### config.mk
export PLATFORM = sky130hd
export DESIGN_NAME = regfile_wb_arbiter
export DESIGN_NICKNAME = d
export VERILOG_FILES = /design/src/rtl/regfile_wb_arbiter.sv
export SDC_FILE = /design/constraint.sdc
export NUM_CORES = 1
export LEC_CHECK = 0
export BUFFER_PORTS_ARGS = -buffer_cell sky130_fd_sc_hd__buf_2
export CAP_MARGIN = 5
export CORE_MARGIN = 2
export CORE_UTILIZATION = 50
export CTS_CLUSTER_DIAMETER = 50
export DETAILED_ROUTE_END_ITERATION = 16
export HOLD_SLACK_MARGIN = 0.1
export PLACE_DENSITY_LB_ADDON = 0.15
export SYNTH_ARGS = -nofsm -noshare
export SYNTH_HDL_FRONTEND = slang
export SYNTH_SLANG_ARGS = --single-unit
### constraint.sdc
create_clock -name Clk -period 2.5 [get_ports Clk]
set_input_delay 0.125 -clock Clk [delete_from_list [all_inputs] [get_ports Clk]]
set_output_delay 0.125 -clock Clk [all_outputs]
set_load 0.05 [all_outputs]
### src/rtl/regfile_wb_arbiter.sv
// Round-robin arbiter for the register-file write port.
// Requester 0 is the ALU write-back path and requester 1 is the load-return path.
// The winner's address and data are registered onto the RF_* outputs one cycle
// after acceptance. Writes to register 0 complete the handshake, but RF_WrEn
// stays low for them.
module regfile_wb_arbiter #(
  parameter int DATA_WIDTH = 32,
  parameter int ADDR_WIDTH = 5,
  parameter int CNT_WIDTH  = 8
) (
  input  logic                  Clk,
  input  logic                  Reset,
  input  logic                  Req0_Valid,
  input  logic [ADDR_WIDTH-1:0] Req0_Addr,
  input  logic [DATA_WIDTH-1:0] Req0_Data,
  output logic                  Req0_Ready,
  input  logic                  Req1_Valid,
  input  logic [ADDR_WIDTH-1:0] Req1_Addr,
  input  logic [DATA_WIDTH-1:0] Req1_Data,
  output logic                  Req1_Ready,
  output logic                  RF_WrEn,
  output logic [ADDR_WIDTH-1:0] RF_WrAddr,
  output logic [DATA_WIDTH-1:0] RF_WrData,
  output logic                  Wr_Src,
  output logic [CNT_WIDTH-1:0]  Conflict_Count
);

  // Index of the most recently granted requester. It resets to 1 so that
  // requester 0 wins the first conflict.
  logic                  last_grant_q, last_grant_d;
  logic                  wr_en_q, wr_en_d;
  logic [ADDR_WIDTH-1:0] wr_addr_q, wr_addr_d;
  logic [DATA_WIDTH-1:0] wr_data_q, wr_data_d;
  logic                  wr_src_q, wr_src_d;
  logic [CNT_WIDTH-1:0]  conflict_cnt_q, conflict_cnt_d;

  logic                  grant_0;
  logic                  grant_1;
  logic                  both_valid;
  logic [ADDR_WIDTH-1:0] sel_addr;
  logic [DATA_WIDTH-1:0] sel_data;

  assign both_valid = Req0_Valid & Req1_Valid;

  // Combinational grant: a sole requester wins; under contention the one not granted last wins
  always_comb begin
    grant_0 = 1'b0;
    grant_1 = 1'b0;
    if (both_valid) begin
      if (last_grant_q) begin
        grant_0 = 1'b1;
      end else begin
        grant_1 = 1'b1;
      end
    end else begin
      grant_0 = Req0_Valid;
      grant_1 = Req1_Valid;
    end
  end

  // Ready is masked while Reset is high, so nothing is accepted during reset
  assign Req0_Ready = grant_0 & ~Reset;
  assign Req1_Ready = grant_1 & ~Reset;

  // Mux the winning requester's payload toward the output stage
  always_comb begin
    sel_addr = Req0_Addr;
    sel_data = Req0_Data;
    if (grant_1) begin
      sel_addr = Req1_Addr;
      sel_data = Req1_Data;
    end
  end

  // Next-state: load the output stage on a grant, hold it otherwise; saturate the conflict counter
  always_comb begin
    last_grant_d   = last_grant_q;
    wr_en_d        = 1'b0;
    wr_addr_d      = wr_addr_q;
    wr_data_d      = wr_data_q;
    wr_src_d       = wr_src_q;
    conflict_cnt_d = conflict_cnt_q;

    if (grant_0 || grant_1) begin
      last_grant_d = grant_1;
      wr_en_d      = (sel_addr != '0);
      wr_addr_d    = sel_addr;
      wr_data_d    = sel_data;
      wr_src_d     = grant_1;
    end

    if (both_valid && (conflict_cnt_q != {CNT_WIDTH{1'b1}})) begin
      conflict_cnt_d = conflict_cnt_q + CNT_WIDTH'(1);
    end
  end

  // State registers with immediate clear on Reset; this cancels any pending registered write
  always_ff @(posedge Clk or posedge Reset) begin
    if (Reset) begin
      last_grant_q   <= 1'b1;
      wr_en_q        <= 1'b0;
      wr_addr_q      <= '0;
      wr_data_q      <= '0;
      wr_src_q       <= 1'b0;
      conflict_cnt_q <= '0;
    end else begin
      last_grant_q   <= last_grant_d;
      wr_en_q        <= wr_en_d;
      wr_addr_q      <= wr_addr_d;
      wr_data_q      <= wr_data_d;
      wr_src_q       <= wr_src_d;
      conflict_cnt_q <= conflict_cnt_d;
    end
  end

  assign RF_WrEn        = wr_en_q;
  assign RF_WrAddr      = wr_addr_q;
  assign RF_WrData      = wr_data_q;
  assign Wr_Src         = wr_src_q;
  assign Conflict_Count = conflict_cnt_q;

endmodule

Word-level counts from Yosys, hierarchy flattened:

Cells that the tools add are included.

* bitwise logic cells: 4
* multiplexer cells: 7
* reductions and logical operators: 3
* divide/modulo/power cells: 0
* add/subtract/negate cells: 1
* shift operators: 0
* multiply operators: 0
* equality and inequality tests: 1
* order comparisons: 0

Operators by type and width (count)
* 32-bit 2-to-1 mux: 1
* 8-bit by 1-bit adder with 8-bit output, second input constant: 1
* 8-bit inequality test, second input constant: 1
* 1-bit 2-to-1 mux: 5
* 5-bit 2-to-1 mux: 1
* 5-bit nonzero test: 1
* 1-bit bitwise AND: 3
* 1-bit logical AND: 1
* 1-bit logical OR: 1
* 1-bit inverter: 1

* memories kept: 0
* bits in writable memories: 0
* latch bits: 0
* output and inout bits: 49
* register bits: 48
* memory bits (read-only): 0
* input bits: 78

Logic depth before layout (Yosys ltp):

Gate-level depths: netlist (run 1).

* depth after elaboration: 5
* depth in mapped cells: 6
* mapped depth without buffers: 5

Least setup slack after synthesis (run 1):

No wires, ideal clock.

* path kind: input to output
* start point: input port Reset
* end point: output port Req0_Ready
* stages on the path: 2
* path buffers: 0
* arrival time: 1760 ps
* data required time: 2375 ps
* path slack: 615 ps
* cells stage by stage: inv_1 -> and3_1

* cells in the longest elaborated chain, start to end: 2

RTL lines
* from (decl): line 12 `input logic Reset,`
* 1-bit inverter: line 62 `assign Req0_Ready = grant_0 & ~Reset;`
* 1-bit bitwise AND: line 62
* to (decl): line 16 `output logic Req0_Ready,`

No other way between the ends.

Worst setup path after layout (run 1):

* start point: register last_grant_q
* end point: register wr_data_q[17] (netlist: RF_WrData[17])

* cells in the longest elaborated chain, start to end: 3

RTL lines
* from (decl): line 30 `logic last_grant_q, last_grant_d;`
* from (signal assigned): line 107 `last_grant_q <= last_grant_d;`
* 1-bit 2-to-1 mux: line 50 `if (last_grant_q) begin`
* 1-bit 2-to-1 mux: line 49 `if (both_valid) begin`
* 32-bit 2-to-1 mux / 1-bit logical OR (equally long branches): line 69, 84
* to (signal assigned): line 110 `wr_data_q <= wr_data_d;`
* to (decl): line 33 `logic [DATA_WIDTH-1:0] wr_data_q, wr_data_d;`

Several ways; a longest one is shown, not always the timed one.
A chain may end at the register's enable or synchronous reset.

==> metrics, run 1 <==
overflow left after global routing=0; layout cell share with drive strength beyond 1=43.39%; num ports=127; Final ANT Viol Nets=0; initial DRC count=127; Seq/Total Area, Yosys=46.81%; Yosys reg bits=48; leakage=1.832 nW; post-synthesis cell count=256; Final period util=84.43%; syn_nets=335; vias in the first global route=2,554; DRC=0; clock buffer count from CTS=5; synth-to-layout area growth=49.68%; first-pass GRT wire length=11,360 um; Period minus WS final=2.111 ns; CP Launch Type=flop; synthesized area per cell=10.03 sq um; hold_buf cts=53; final-stage net count=509; type of the tightest min-delay check=in -> reg; Max Clock Freq=473.8 MHz; leading register cell type out of synthesis=dfrtp_1; RSZ-0062 raised after global routing=no; post-detail-place hpwl=4490 um; initial antenna violation count=0; clock sink count=48; Required @ worst endpoint=2.68 ns; Starting Density=50.94%; Area contributors post-synth=dfrtp_1, mux2_2, nor2_1, o22ai_1, buf_6; Root Driver=clkbuf_8; Die H=75.68 um; largest net degree at the start of global routing=49; CP Capture Type=flop; drt via density=5.108; fin. max-slew vios=0; Worst-Skew Late Latency=0.30 ns; worst endpoint data arrival time=2.29 ns; Max Cap Viol=0; endpoints failing setup=0; Yosys Warn Count=0; clock slew at reported path FFs=0.09 ns; via count=2,559; num rows=26; post-cts resize count=0; most frequent cells in the layout=buf_2, nor2_1, dlygate4sd3_1; Yosys top cell area share=45.79%; async set or reset register ratio after synthesis=100.0%; status=completed; crit-path max FO=26; Die Area=0.005727 sq mm; Post-synth EDFFs=0; clk buf depth=2; # Post-CTS Setup Buffers=0; drt pass-1 iters=4; mapped cell area=0.002569 sq mm; maximum VDD drop=0.5007 mV; ant diodes=0; CTS tree=done; fin cells=501; post-synthesis cell type count=32; H-tree depth=2; DRT Wirelength=7292 um; Final Skew=0.007541 ns; most common cell after layout, fill and taps aside=buf_2; P per Cell Area=720.9 mW/mm^2; Slew HR=59.15%; core box area=0.005042 sq mm; setup TNS=0 ns; worst setup path category=reg -> reg; aggregate global-route resource usage=26.17%; number of port buffers=126; Routed wire per std cell=14.55 um; Post-Place Cells=440; worst slew pin tran=0.6128 ns; Hold Fails Final Rpt=0; RD Place Congestion=0.7672; post-synth top area cell=dfrtp_1; Die W=75.68 um
==> critical path, stage by stage, from the launching register on <==
cell	delay, ns
dfstp_2	0.55
nand2_1	0.27
buf_4	0.36
o22ai_1	0.18
nor2_1	0.06
dlygate4sd3_1	0.56
==> cells in the mapped netlist, drive strengths merged, types with 2 or more instances <==
master and n:
nand2 4, xnor2 3, dfrtp 47, o22ai 36, buf 17, nand2b 2, a21oi 3, or4 2
nor2 78, o21ai 2, and3 4, inv 2, nand3 5, mux2 38
==> worst paths after layout <==
check | from | endpoint | slack [ns] | cells past startpoint
max in group asynchronous | Reset | Conflict_Count[0]$_DFFE_PP0P_ | 1.51 | 4
worst max-delay path | last_grant_q$_DFFE_PP1P_ | RF_WrData[17]$_DFFE_PP0P_ | 0.39 | 5
worst min-delay path | Req0_Data[25] | RF_WrData[25]$_DFFE_PP0P_ | 0.10 | 3
worst max register to register | last_grant_q$_DFFE_PP1P_ | RF_WrData[17]$_DFFE_PP0P_ | 0.39 | 5
worst min register to register | Conflict_Count[7]$_DFFE_PP0P_ | Conflict_Count[7]$_DFFE_PP0P_ | 0.52 | 1
min in group asynchronous | Reset | RF_WrData[0]$_DFFE_PP0P_ | 0.56 | 4
==> cells by family after synthesis <==
kind of cell / count (synthesis) / share of synthesized area (%)
simple gates: 98 / 16.85
mux: 39 / 17.05
compound gates: 46 / 11.54
xor+xnor: 4 / 1.364
buf+inv: 20 / 5.894
fa+ha+maj: 1 / 0.4870
flops: 48 / 46.81
==> where the power goes <==
group | switching (W) | internal, W | total [W]
logic | 0.000755 | 0.000394 | 0.00115
registers | 0.0000997 | 0.000909 | 0.00101
clock network | 0.000260 | 0.000353 | 0.000613
==> area by class of cell <==
type	count	area, sq um
inverter	2	7.507
sequential	48	1202
tap	70	87.58
multi-input combinational	188	1215
clock inverter	1	30.03
clock buffer	7	96.34
fill	366	1197
timing repair buffer	185	1206
==> metal layers <==
metal / part of all wire [%] / vias up / global-route usage (%)
met5: 0 / - / 0
met4: 2.2 / 0 / 10.14
met3: 5.7 / 15 / 5.952
met2: 52 / 95 / 45.89
met1: 40 / 1199 / 31.23
li1: - / 1250 / -
==> per-stage QoR <==
| step | setup WS, ns | area [sq um] | utilization, % | power [W] | hold WS, ns |
|---|---|---|---|---|---|
| after floorplan | 0.6148 | 2569 | - | 0.001814 | 0.2690 |
| after global placement | 0.8553 | 3188 | 63.23 | 0.002060 | 0.3567 |
| after detailed placement | 0.8153 | 3188 | 63.23 | 0.002076 | 0.3625 |
| after CTS | 0.4361 | 3845 | 76.25 | 0.002785 | 0.1007 |
| after global routing | 0.2872 | 3845 | 76.25 | 0.002917 | 0.1170 |
| final | 0.3893 | 3845 | 76.25 | 0.002772 | 0.1012 |
==> flip-flops by register name (all words and copies together), names as in the netlist <==
register / cells
Conflict_Count: 8
RF_WrAddr: 5
RF_WrData: 32
RF_WrEn: 1
Wr_Src: 1
last_grant_q: 1
No activity file was read; power rests on OpenSTA's default activity.
==> run 2, diff against run 1 <==
--- a/config.mk
+++ b/config.mk
@@ -5,10 +5,11 @@
 export SDC_FILE = /design/constraint.sdc
 export NUM_CORES = 1
 export LEC_CHECK = 0
+export ABC_AREA = 1
 export BUFFER_PORTS_ARGS = -buffer_cell sky130_fd_sc_hd__buf_2
 export CAP_MARGIN = 5
 export CORE_MARGIN = 2
-export CORE_UTILIZATION = 50
+export CORE_UTILIZATION = 40
 export CTS_CLUSTER_DIAMETER = 50
 export DETAILED_ROUTE_END_ITERATION = 16
 export HOLD_SLACK_MARGIN = 0.1
==> constraint.sdc (replaced) <==
create_clock -name Clk -period 1.7 [get_ports Clk]
set_input_delay 0.085 -clock Clk [delete_from_list [all_inputs] [get_ports Clk]]
set_output_delay 0.085 -clock Clk [all_outputs]
set_load 0.05 [all_outputs]
==> run 2 against run 1 <==
Sequential share of layout area rose by 0.31 points. Hold slack gained 0.046 ns. Cell area shrank 0.98%. First-iteration DRC count is 12% higher. Clock power is 14% higher. Synthesized area decreased by 9.0%. Combinational power grew 27%.
==> metrics, run 2 <==
CP dominant cell by count=nand2_2; overflow left after global routing=0 (unchanged); syn_nets=363 (+8.4%); GR Util met1=27.52% (-3.7 points); Required @ worst endpoint=1.62 ns (-1.06 ns); Yosys Warn Count=0 (unchanged); clock sink count=48 (unchanged); num rows=27 (+3.8%); post-synth top area cell=dfrtp_1; Routed wire per std cell=13.11 um (-9.9%); P per Cell Area=950.8 mW/mm^2 (+32%); worst endpoint data arrival time=1.51 ns (-0.78 ns); Die H=80.46 um (+6.3%); Slowest-stage cell, CP=dfstp_2; core box area=0.005574 sq mm (+11%); Max Cap Viol=0 (unchanged); first-pass GRT wire length=11,620 um (+2.3%); Area contributors post-synth=dfrtp_1, nand2_1, o211ai_1, nand3_1, inv_1; synth-to-layout area growth=62.81%; post-cts resize count=0 (unchanged); Yosys reg bits=48 (unchanged); type of the tightest min-delay check=in -> reg; reg2reg path depth=7 (+2); initial DRC count=142 (+12%); final setup margin=0.1079 ns (-0.2814 ns); RSZ-0062 raised after global routing=no; synth cell count leaders=nand2_1, inv_1, dfrtp_1; Hold Crit Start=Req0_Addr[3]; post-detail-place hpwl=4323 um (-3.7%); H-tree depth=2 (unchanged); CP Capture Type=output pin; post-synthesis cell count=284 (+11%); CTS tree=done; r2r startpoint=last_grant_q$_DFFE_PP1P_; final-stage net count=554 (+8.8%); leakage=2.023 nW (+10%); status=completed; Worst-Skew Late Latency=0.30 ns (about the same); Hold Fails Final Rpt=0 (unchanged); setup TNS=0 ns (unchanged); ant diodes=0 (unchanged); Worst path max stage delay=0.57 ns (about the same); DRT Wirelength=7186 um (-1.5%); worst slew pin tran=0.5459 ns (-0.06691 ns); initial antenna violation count=0 (unchanged); via count=2,650 (+3.6%); Top delay family on crit path=flip-flops; leading register cell type out of synthesis=dfrtp_1; Starting Density=41.95% (-9.0 points); Final Skew=0.003201 ns (-0.004340 ns); maximum VDD drop=0.6841 mV (+37%); busiest grt layer=met2; Post-synth EDFFs=0 (unchanged); number of port buffers=126 (unchanged); num ports=127 (unchanged); Final period util=93.65%; DRC=0 (unchanged); Max Clock Freq=628.1 MHz; largest net degree at the start of global routing=33 (-33%); R2R setup slack=0.23 ns (-0.16 ns); Area after DPL=0.003067 sq mm (-3.8%); WP depth=4 (-1); clk buf depth=2 (unchanged); clock slew at reported path FFs=0.08 ns (about the same); Final ANT Viol Nets=0 (unchanged); aggregate global-route resource usage=23.22% (-3.0 points); synthesized area per cell=8.234 sq um (-18%); Period minus WS final=1.592 ns; post-place setup slack=0.2526 ns (-0.5628 ns); post-synthesis cell type count=18 (-44%); drt via density=4.836 (-5.3%); Seq/Total Area, Yosys=51.42% (+4.6 points); final-layout fill cell count=449 (+23%); Slew HR=63.56% (+4.4 points); Yosys top cell area share=50.29% (+4.5 points); # Post-CTS Setup Buffers=0 (unchanged); worst setup path category=reg -> out; most frequent cells in the layout=buf_2, nand2_1, dlygate4sd3_1; Root Driver=clkbuf_8; Die Area=0.006474 sq mm (+13%); endpoints failing setup=0 (unchanged); mapped cell area=0.002338 sq mm (-9.0%); Global Route met2 Usage=41.42% (-4.5 points); fin. max-slew vios=0 (unchanged); clock buffer count from CTS=5 (unchanged); most common cell after layout, fill and taps aside=buf_2; hold_ws=0.1475 ns (+0.04634 ns); CP Launch Type=flop; met3 usage=4.607% (-1.3 points); async set or reset register ratio after synthesis=100.0% (unchanged); layout cell share with drive strength beyond 1=30.67% (-13 points); RR Endpoint=RF_WrEn$_DFF_PP0_; crit-path max FO=11 (-58%); Buf+Inv Stages, Crit Path=1 (-1); RD Place Congestion=0.7998 (+4.2%); max FFs per register=32 (unchanged); Die W=80.46 um (+6.3%); vias in the first global route=2,547 (-0.27%); count leader, synth=nand2_1; WHS Path Cells=5 (+2); CP Cell Sequence=nand2_2, nand2_2, nor2_1, buf_2; post-route cell area=0.003807 sq mm (-0.98%); Hold Crit Endpoint=RF_WrAddr[3]$_DFFE_PP0P_; drt pass-1 iters=4 (unchanged)
[run 2: cell types whose count changed after synthesis, moves of 32 or more]
| cell | change |
|---|---|
| o22ai_1 | -36 |
| o211ai_1 | +32 |
| nor2_1 | -72 |
| inv_1 | +46 |
| nand2_1 | +70 |
| mux2_2 | -37 |
| nand3_1 | +36 |
[run 2: stage by stage]
| stage | cells | utilization [%] | total power, W |
|---|---|---|---|
| 6_report | 548 | 68.31 | 0.003620 |
| 5_1_grt | 548 | 68.31 | 0.003805 |
| 4_1_cts | 548 | 68.31 | 0.003634 |
| 3_5_place_dp | 475 | 55.02 | 0.002823 |
| 3_3_place_gp | 475 | 55.02 | 0.002811 |
| 2_1_floorplan | 284 | - | 0.002442 |
[run 2: how the worst max path moves through the flow]
| stage | endpoint | from |
|---|---|---|
| CTS | Req1_Ready | last_grant_q$_DFFE_PP1P_ |
| detailed placement | RF_WrEn$_DFF_PP0_ | last_grant_q$_DFFE_PP1P_ |
| floorplan | Conflict_Count[5]$_DFFE_PP0P_ | Conflict_Count[1]$_DFFE_PP0P_ |
| global placement | RF_WrEn$_DFF_PP0_ | last_grant_q$_DFFE_PP1P_ |
| global route | Req1_Ready | last_grant_q$_DFFE_PP1P_ |
| finish | Req1_Ready | last_grant_q$_DFFE_PP1P_ |
[run 2: timing repair]
item | in CTS | in global routing
setup endpoints to repair | 0 | 0
hold buffers | 65 | 0
hold endpoints to repair | 55 | 0
[run 2: layer usage]
layer | part of all wire [%] | routed length (um)
met1 | 42 | 2988
met2 | 50 | 3592
met3 | 6.2 | 449
met4 | 2.2 | 155
met5 | 0 | 0
[run 2: cells by family after synthesis]
group | count (synthesis) | synth area share, %
AND/OR/NAND/NOR | 125 | 22.85
buffers and inverters | 62 | 10.38
XOR/XNOR | 6 | 2.247
AO/OA/AOI/OAI | 42 | 12.57
adder cells (fa/ha/maj) | 1 | 0.5350
flip-flops | 48 | 51.42
[run 2: layout make-up]
class,count,area (sq um),area share (%)
well taps,72,90.09,2.366
flip-flops and latches,48,1202,31.58
repair buffers,198,1346,35.36
multi-input cells,174,898.4,23.60
inverters,48,180.2,4.732
clock buffers,8,90.09,2.366
[run 2: worst reg2reg max path: stages (launching register included)]
cell and delay (ns):
dfstp_2 0.57, nand2_2 0.16, nand2_2 0.22, nand2_1 0.08
o21ai_0 0.10, nand2_1 0.08, nor2_1 0.10, nor2_1 0.05
[run 2: report_power, final]
group          leakage (nW)  internal [W]  switching [W]
registers             0.582       0.00132       0.000141
logic                  1.40      0.000455        0.00101
clock network        0.0455      0.000332       0.000366
total                  2.02       0.00210        0.00152
